**src/rtl/rom_fetch_master.sv**
```systemverilog
// Credit-limited burst reader: fetches word_cnt_i consecutive words and streams them out in order.
// Define ROM_FETCH_CHECK_EN to add checksum_o (XOR of popped words) and err_o (stray rvalid_i flag).
module rom_fetch_master #(
    parameter int AW         = 32,
    parameter int DW         = 32,
    parameter int FIFO_DEPTH = 4,
    parameter int CNT_W      = 16
) (
    input  logic             clk_i,
    input  logic             rst_ni,
    input  logic             start_i,
    input  logic [AW-1:0]    base_addr_i,
    input  logic [CNT_W-1:0] word_cnt_i,
    output logic             busy_o,
    output logic             done_o,
    output logic             req_o,
    output logic [AW-1:0]    addr_o,
    input  logic [DW-1:0]    rdata_i,
    input  logic             rvalid_i,
`ifdef ROM_FETCH_CHECK_EN
    output logic [DW-1:0]    checksum_o,
    output logic             err_o,
`endif
    output logic [DW-1:0]    data_o,
    output logic             valid_o,
    input  logic             ready_i
);

    localparam int PW = $clog2(FIFO_DEPTH);
    localparam int CW = PW + 1;

    typedef enum logic [1:0] {IDLE, FETCH, DRAIN} state_t;

    state_t           state;
    logic [DW-1:0]    mem [FIFO_DEPTH];
    logic [PW-1:0]    wptr, rptr;
    logic [CW-1:0]    count, outstanding;
    logic [CW-1:0]    count_nxt, out_nxt;
    logic [CW:0]      inflight;
    logic [CNT_W-1:0] left;
    logic [AW-1:0]    next_addr;
    logic             push, pop, issue, start_issue, req_now;

    assign valid_o     = (count != '0);
    assign data_o      = valid_o ? mem[rptr] : '0;
    assign pop         = valid_o & ready_i;
    // Responses with nothing in flight are never buffered.
    assign push        = rvalid_i & (outstanding != '0);
    assign inflight    = {1'b0, outstanding} + {1'b0, count};
    assign issue       = (state == FETCH) && (left != '0) && (inflight < (CW+1)'(FIFO_DEPTH));
    assign start_issue = (state == IDLE) && start_i && (word_cnt_i != '0);
    assign req_now     = issue | start_issue;

    always_comb begin
        count_nxt = count;
        if (push && !pop)
            count_nxt = count + CW'(1);
        else if (!push && pop)
            count_nxt = count - CW'(1);
        out_nxt = outstanding;
        if (req_now && !push)
            out_nxt = outstanding + CW'(1);
        else if (!req_now && push)
            out_nxt = outstanding - CW'(1);
    end

    always_ff @(posedge clk_i) begin
        if (push)
            mem[wptr] <= rdata_i;
    end

    always_ff @(posedge clk_i or negedge rst_ni) begin
        if (!rst_ni) begin
            state       <= IDLE;
            busy_o      <= 1'b0;
            done_o      <= 1'b0;
            req_o       <= 1'b0;
            addr_o      <= '0;
            next_addr   <= '0;
            left        <= '0;
            wptr        <= '0;
            rptr        <= '0;
            count       <= '0;
            outstanding <= '0;
        end else begin
            done_o      <= 1'b0;
            req_o       <= 1'b0;
            count       <= count_nxt;
            outstanding <= out_nxt;
            if (push)
                wptr <= wptr + PW'(1);
            if (pop)
                rptr <= rptr + PW'(1);
            case (state)
                IDLE: begin
                    if (start_i) begin
                        if (word_cnt_i == '0) begin
                            done_o <= 1'b1;
                        end else begin
                            // First request goes out straight from the start cycle.
                            busy_o    <= 1'b1;
                            req_o     <= 1'b1;
                            addr_o    <= base_addr_i;
                            next_addr <= base_addr_i + AW'(1);
                            left      <= word_cnt_i - CNT_W'(1);
                            state     <= (word_cnt_i == CNT_W'(1)) ? DRAIN : FETCH;
                        end
                    end
                end
                FETCH: begin
                    if (issue) begin
                        req_o     <= 1'b1;
                        addr_o    <= next_addr;
                        next_addr <= next_addr + AW'(1);
                        left      <= left - CNT_W'(1);
                        if (left == CNT_W'(1))
                            state <= DRAIN;
                    end
                end
                DRAIN: begin
                    // Look ahead so done_o lands right after the final handshake.
                    if (out_nxt == '0 && count_nxt == '0) begin
                        done_o <= 1'b1;
                        busy_o <= 1'b0;
                        state  <= IDLE;
                    end
                end
                default: state <= IDLE;
            endcase
        end
    end

`ifdef ROM_FETCH_CHECK_EN
    always_ff @(posedge clk_i or negedge rst_ni) begin
        if (!rst_ni) begin
            checksum_o <= '0;
            err_o      <= 1'b0;
        end else if (state == IDLE && start_i) begin
            checksum_o <= '0;
            err_o      <= 1'b0;
        end else begin
            if (pop)
                checksum_o <= checksum_o ^ data_o;
            if (rvalid_i && outstanding == '0)
                err_o <= 1'b1;
        end
    end
`endif

endmodule
```
**config.mk**
```make
export PLATFORM = sky130hd
export DESIGN_NAME = rom_fetch_master
export DESIGN_NICKNAME = d
export VERILOG_FILES = /design/src/rtl/rom_fetch_master.sv
export SDC_FILE = /design/constraint.sdc
export NUM_CORES = 1
export LEC_CHECK = 0
export CORE_MARGIN = 3
export CORE_UTILIZATION = 38
export DETAILED_ROUTE_END_ITERATION = 10
export SLEW_MARGIN = 20
export SYNTH_ARGS = -nofsm -noshare
export SYNTH_HDL_FRONTEND = slang
export SYNTH_SLANG_ARGS = --single-unit
```
**constraint.sdc**
```tcl
create_clock -name clk_i -period 5.04 [get_ports clk_i]
set_input_delay 1.008 -clock clk_i [delete_from_list [all_inputs] [get_ports clk_i]]
set_output_delay 1.008 -clock clk_i [all_outputs]
set_load 0.01 [all_outputs]
```
Word level (Yosys, flattened, before mapping). Memory sizes are Yosys's and may differ from the RTL's. Cells that the tools add are included.

Bits in registers: 95. Latch bits: 0. RAM bits: 128. Memory bits (read-only): 0. Bits of input ports: 85. Output and inout bits: 68. Word-level logic and storage cells: 99. Memories kept: 1.

Memories: mem (depth 4, width 32, read ports 1, clocked after Yosys merged registers in 0, write ports 1, RTL line 35) `logic [DW-1:0] mem [FIFO_DEPTH];`.

Add/sub/neg operators: 11. Multiply operators: 0. Div/mod/pow operators: 0. Magnitude comparators: 1. Eq/ne operators: 9. Shift operators: 0. Multiplexer cells: 38. Bitwise operators: 3. Reductions and logical operators: 25.

Operators with widths (number): 32-bit two-way mux (7); 32-bit case mux with 2 select lines (2); 32-bit by 1-bit adder with 32-bit output (second input constant) (2); 16-bit two-way mux (3); 16-bit by 1-bit == test with 1-bit output (second input constant) (2); 16-bit case mux with 2 select lines (1); 16-bit nonzero test (2); 16-bit by 1-bit subtractor with 16-bit output (second input constant) (2); 16-bit zero test (1); 2-bit two-way mux (6); 3-bit two-way mux (4); 1-bit two-way mux (11); 1-bit logical AND (9); 2-bit != test (second input constant) (4); 4-bit AND reduction (2); 3-bit by 1-bit adder with 3-bit output (second input constant) (2); 3-bit zero test (2); 1-bit case mux with 2 select lines (3); 2-bit case mux with 3 select lines (1); 3-bit nonzero test (2); 3-bit by 1-bit subtractor with 3-bit output (second input constant) (2); 5-bit AND reduction (1); 2-bit by 1-bit adder with 2-bit output (second input constant) (2); 3-bit by 3-bit adder with 4-bit output (1); 9 further kinds (13).

Logic depth before layout (Yosys ltp).
Depth after elaboration: 12. Mapped depth: 17. Mapped depth without buffers: 11.

Least setup slack after synthesis. No wires, ideal clock.

Kind: flip-flop to flip-flop. Start point: reg state[1]. End point: reg next_addr[20]. Setup time: 0.133 ns. Arrival time: 3.899 ns. Required time: 4.907 ns. Path slack: 1.008 ns. Stages on the path, launching flop included: 17. Path buffers: 7. Period minus slack after synthesis: 4.032 ns. Path through: dfrtp_1 and2b_1 buf_6 buf_4 buf_2 buf_1 clkbuf_1 nand2_1 nand2_1 ha_1 o211ai_1 or4b_4 or4_1 buf_2 buf_6 a2111oi_0 nor2_1.

Cells in the longest elaborated chain, start to end: 5. Elaborated cells between the ends (all ways): 10. Classes of those cells: eq/ne (4); mux (1); reduce/logical (5).

RTL lines: from (decl) (RTL line 34) `state_t state;`; from (signal assigned) (RTL line 106) `state <= (word_cnt_i == CNT_W'(1)) ? DRAIN : FETCH;`; 2-bit by 1-bit == test with 1-bit output (RTL line 50, 94); 1-bit logical AND (2 in series) (RTL line 50) `assign issue = (state == FETCH) && (left != '0) && (inflight < (CW+1)'(FIFO_DEPTH));`; 2-bit != test (no line); 4-bit AND reduction (no line); to (signal assigned) (RTL line 104) `next_addr <= base_addr_i + AW'(1);`; to (signal assigned) (RTL line 114) `next_addr <= next_addr + AW'(1);`; to (decl) (RTL line 41) `logic [AW-1:0] next_addr;`.

Several ways; a longest one is shown, not always the timed one. A chain may end at the register's enable or synchronous reset.

Final worst setup path.
Start point: reg state[1]. End point: reg next_addr[28].

Same word-level chain as after synthesis.

==> flow_summary.ini <==
[worst_setup_path]
worst_setup_path_end_kind = flip-flop
timing.critical_path.max_delay_family = simple AND/OR/NAND/NOR gates
timing.critical_path.arrival_ns = 4.21
cp_num_buf_inv = 0
timing.critical_path.from_type = flip-flop
path_type_of_the_worst_setup_path = reg2reg
critPathRequiredTime_ns = 5.48
crit_fanout = 16
crit_path_max_incr_delay_ns = 0.82
cell_with_the_largest_stage_delay_on_the_worst_path = sky130_fd_sc_hd__or4_1
crit_chain = and2b_2, mux2_2, ha_1, o211ai_1, or4b_4, or4_1, nor3_1, o22ai_1, a211oi_1

[logic_synthesis]
postSynthAreaPerCell_sq_um = 12.1
number_of_synthesized_flops_with_an_enable_pin = 128
post_synth_most_frequent_cells = 128 x sky130_fd_sc_hd__edfxtp_1, 97 x sky130_fd_sc_hd__nor2_1, 95 x sky130_fd_sc_hd__dfrtp_1, 81 x sky130_fd_sc_hd__a21oi_1, 60 x sky130_fd_sc_hd__nand2_1
post_synth_instance_area_sq_um = 10800
net_count_after_synthesis = 994
synth_top_area_share_pct = 35.7
synth_top_area_cell = sky130_fd_sc_hd__edfxtp_1
seq_area_frac_synth_pct = 57.9
muxShareOfSynthArea_pct = 10.1
syn-instance-count = 892
synthAdderAreaFrac_pct = 2.07
compound_gate_portion_of_the_synthesized_area_pct = 10.8
synthesis.yosys.warnings = 0
synth_ff_type = sky130_fd_sc_hd__edfxtp_1
asyncSetResetFlopFracSynth_pct = 42.6
post_synth_simple_gate_area_pct = 14.1
ys_ff_latch = 223
ys_types = 68
main_combinational_cell_family_by_area_after_synthesis = simple AND/OR/NAND/NOR gates
synthTopCellsByArea = sky130_fd_sc_hd__edfxtp_1 36%, sky130_fd_sc_hd__dfrtp_1 22%, sky130_fd_sc_hd__mux4_2 6.7%, sky130_fd_sc_hd__a21oi_1 3.8%, sky130_fd_sc_hd__nor2_1 3.4%
fraction_of_synthesized_cell_area_in_xor_and_xnor_cells_pct = 2.44
synth_most_common_cell = sky130_fd_sc_hd__edfxtp_1

[sta]
final_clock_period_utilization_by_the_worst_path_pct = 74.8
grt_setup_unrepaired = no
report.final.setup_viol = 0
timing.max_slew.rel_slack_pct = 40.0
setup-tns-final_ns = 0
timing.clock.skew_ns = 0.0109
finalWorstSetupSlack_ns = 1.27
slew_violations = 0
timing_worst_slew_pin_value_ns = 0.900
timing.fmax_ghz = 0.265
fin_worst_hold_slack_ns = 0.469
layout_min_cycle_time_ns = 3.77
hold_viol_final = 0

[layout]
insertedDiodeCount = 0
area_growth_pct = 25.4
layout.filler_cells = 2437
nets = 1138
instances_no_fill = 1426
final_layout_size_suffix_gt1_share_pct = 10.9
utilization_pct = 49.2

[cts]
cts-root-to-sink-buffers = 3
cts_tree = yes
clkSlewWorstSetupHoldPaths_ns = 0.06
ctsRootBufferMaster = sky130_fd_sc_hd__clkbuf_16
clock_insertion_delay_worst_skew_ns = 0.52
cts-hold-fix-buffers = 0
cts_num_sinks = 223
cts_setup_buffers = 0
cts-buffers-inserted = 25
htree_levels = 1
post_cts.resized_instances = 0

[detailed_routing]
viasPerCell = 5.25
drt.antenna.violating_nets = 0
dr.first_iter.drc_count = 415
route.detailed.drc = 0
routed-via-count = 7487
drt_pre_antenna_iters = 5
average_routed_wire_per_standard_cell_um = 17.5
wirelength_mm = 25.0

[status]
run_status = completed

[power]
powerDensity_nw_per_um2 = 613
leakage_power_figure_nw = 4.82
vdd_ir_drop_max_v = 0.000326

[grt]
grt_pass1_vias = 7425
grt_use_total_pct = 16.1
grt_first_pass_wirelength_mm = 40.1
antenna_found_initial = 2
maximum_number_of_pins_on_one_net_before_global_route_repair = 125
grt_overflow = 0

[hold_path]
holdCritPathClass = reg2reg

[place]
finalWeightedCongestion = 0.765
place.detailed.hpwl_mm = 16.4
placement.io_buffers = 152
placement_setup_slack_ns = 0.811
place.detailed.instances = 1381

[die]
ioPinCount = 153
design.die.area_sq_um = 30400
die-height_um = 174
fp-row-count = 60
design.core.area_sq_um = 27400
initial_utilization_pct = 39.2
floorplan.die.width_um = 174

[flow_run]
maxCapViolCount = 0
placed cells by master (no fill, tap or decap), types with 4 or more instances in the layout:
master                            instances
sky130_fd_sc_hd__a31oi_1                 10
sky130_fd_sc_hd__a2111oi_0                6
sky130_fd_sc_hd__nand2_1                 60
sky130_fd_sc_hd__nor2_1                  97
sky130_fd_sc_hd__dfrtp_1                 94
sky130_fd_sc_hd__o21ai_0                 35
sky130_fd_sc_hd__nor4_1                   8
sky130_fd_sc_hd__o22a_1                   4
sky130_fd_sc_hd__ha_1                    17
sky130_fd_sc_hd__or2_2                    5
sky130_fd_sc_hd__clkbuf_1                 5
sky130_fd_sc_hd__clkinv_2                 5
sky130_fd_sc_hd__inv_1                   14
sky130_fd_sc_hd__o21bai_1                 4
sky130_fd_sc_hd__nor3_1                  28
sky130_fd_sc_hd__mux2_2                   5
sky130_fd_sc_hd__clkbuf_16               25
sky130_fd_sc_hd__a21oi_1                 81
sky130_fd_sc_hd__buf_4                   16
sky130_fd_sc_hd__nand2b_1                 9
sky130_fd_sc_hd__mux2i_1                 28
sky130_fd_sc_hd__o21a_1                   7
sky130_fd_sc_hd__edfxtp_1               128
sky130_fd_sc_hd__a211oi_1                10
sky130_fd_sc_hd__or3_1                    5
sky130_fd_sc_hd__o22ai_1                  9
sky130_fd_sc_hd__xnor2_1                 17
sky130_fd_sc_hd__nand3_1                 16
sky130_fd_sc_hd__clkdlybuf4s50_1        151
sky130_fd_sc_hd__xor2_1                  13
sky130_fd_sc_hd__mux4_2                  32
sky130_fd_sc_hd__and2_1                  37
sky130_fd_sc_hd__nand4_1                  5
metrics by stage:
stage	power, mW	instance area (sq um)
floorplan	5.17	10800
global placement	6.52	12700
detailed placement	6.58	12700
CTS	8.40	13500
global route	8.87	13500
finish	8.27	13500
routing by layer:
metal | wire length, um | track usage [%] | share of wire [%]
met4 | 376 | 3.05 | 1.5
met3 | 1360 | 3.56 | 5.5
met1 | 11400 | 21.9 | 46
met2 | 11800 | 26.8 | 47
met5 | 27 | 0 | 0.11
sequential cells by signal (all words and copies together) (netlist names):
signal and flops:
addr_o 32, state 2, rptr 2, done_o 1
next_addr 32, busy_o 1, outstanding 3, wptr 2
count 3, left 16, mem 128, req_o 1
cells by family after synthesis:
kind of cell    after synthesis
buf+inv                      67
simple gates                298
fa+ha+maj                    18
mux                          67
flops                       223
compound gates              189
xor+xnor                     30
report_power, final:
group	leakage (nW)	internal (mW)	total, mW	switching, mW
Clock	0.398	1.06	1.78	0.720
Combinational	2.19	1.72	3.55	1.83
Sequential	2.24	2.55	2.93	0.384
final cells by class:
class | count | area, sq um | area share (%)
sequential | 223 | 6220 | 46.2
multi-input combinational | 602 | 4250 | 31.5
tap | 372 | 465 | 3.45
clock inverter | 12 | 124 | 0.919
inverter | 15 | 58.8 | 0.436
timing repair buffer | 169 | 1670 | 12.4
clock buffer | 33 | 686 | 5.09
worst paths after layout:
kind                                          start                        end  slack, ns  cells past startpoint
setup / recovery               state[1]$_DFFE_PN0P_  next_addr[28]$_DFFE_PN0P_       1.27                      9
hold / removal             next_addr[1]$_DFFE_PN0P_   next_addr[1]$_DFFE_PN0P_       0.47                      2
hold reg to reg            next_addr[1]$_DFFE_PN0P_   next_addr[1]$_DFFE_PN0P_       0.47                      2
max in group asynchronous                    rst_ni       left[11]$_DFFE_PN0P_       3.49                      2
min in group asynchronous                    rst_ni     addr_o[23]$_DFFE_PN0P_       0.60                      1
setup reg to reg               state[1]$_DFFE_PN0P_  next_addr[28]$_DFFE_PN0P_       1.27                      9
tightest hold or removal path, stage by stage, from the launching register on:
cell and delay [ns]:
sky130_fd_sc_hd__dfrtp_1 0.34, sky130_fd_sc_hd__nand2_1 0.05, sky130_fd_sc_hd__nand2_1 0.05
(Power assumes the default switching activity.)
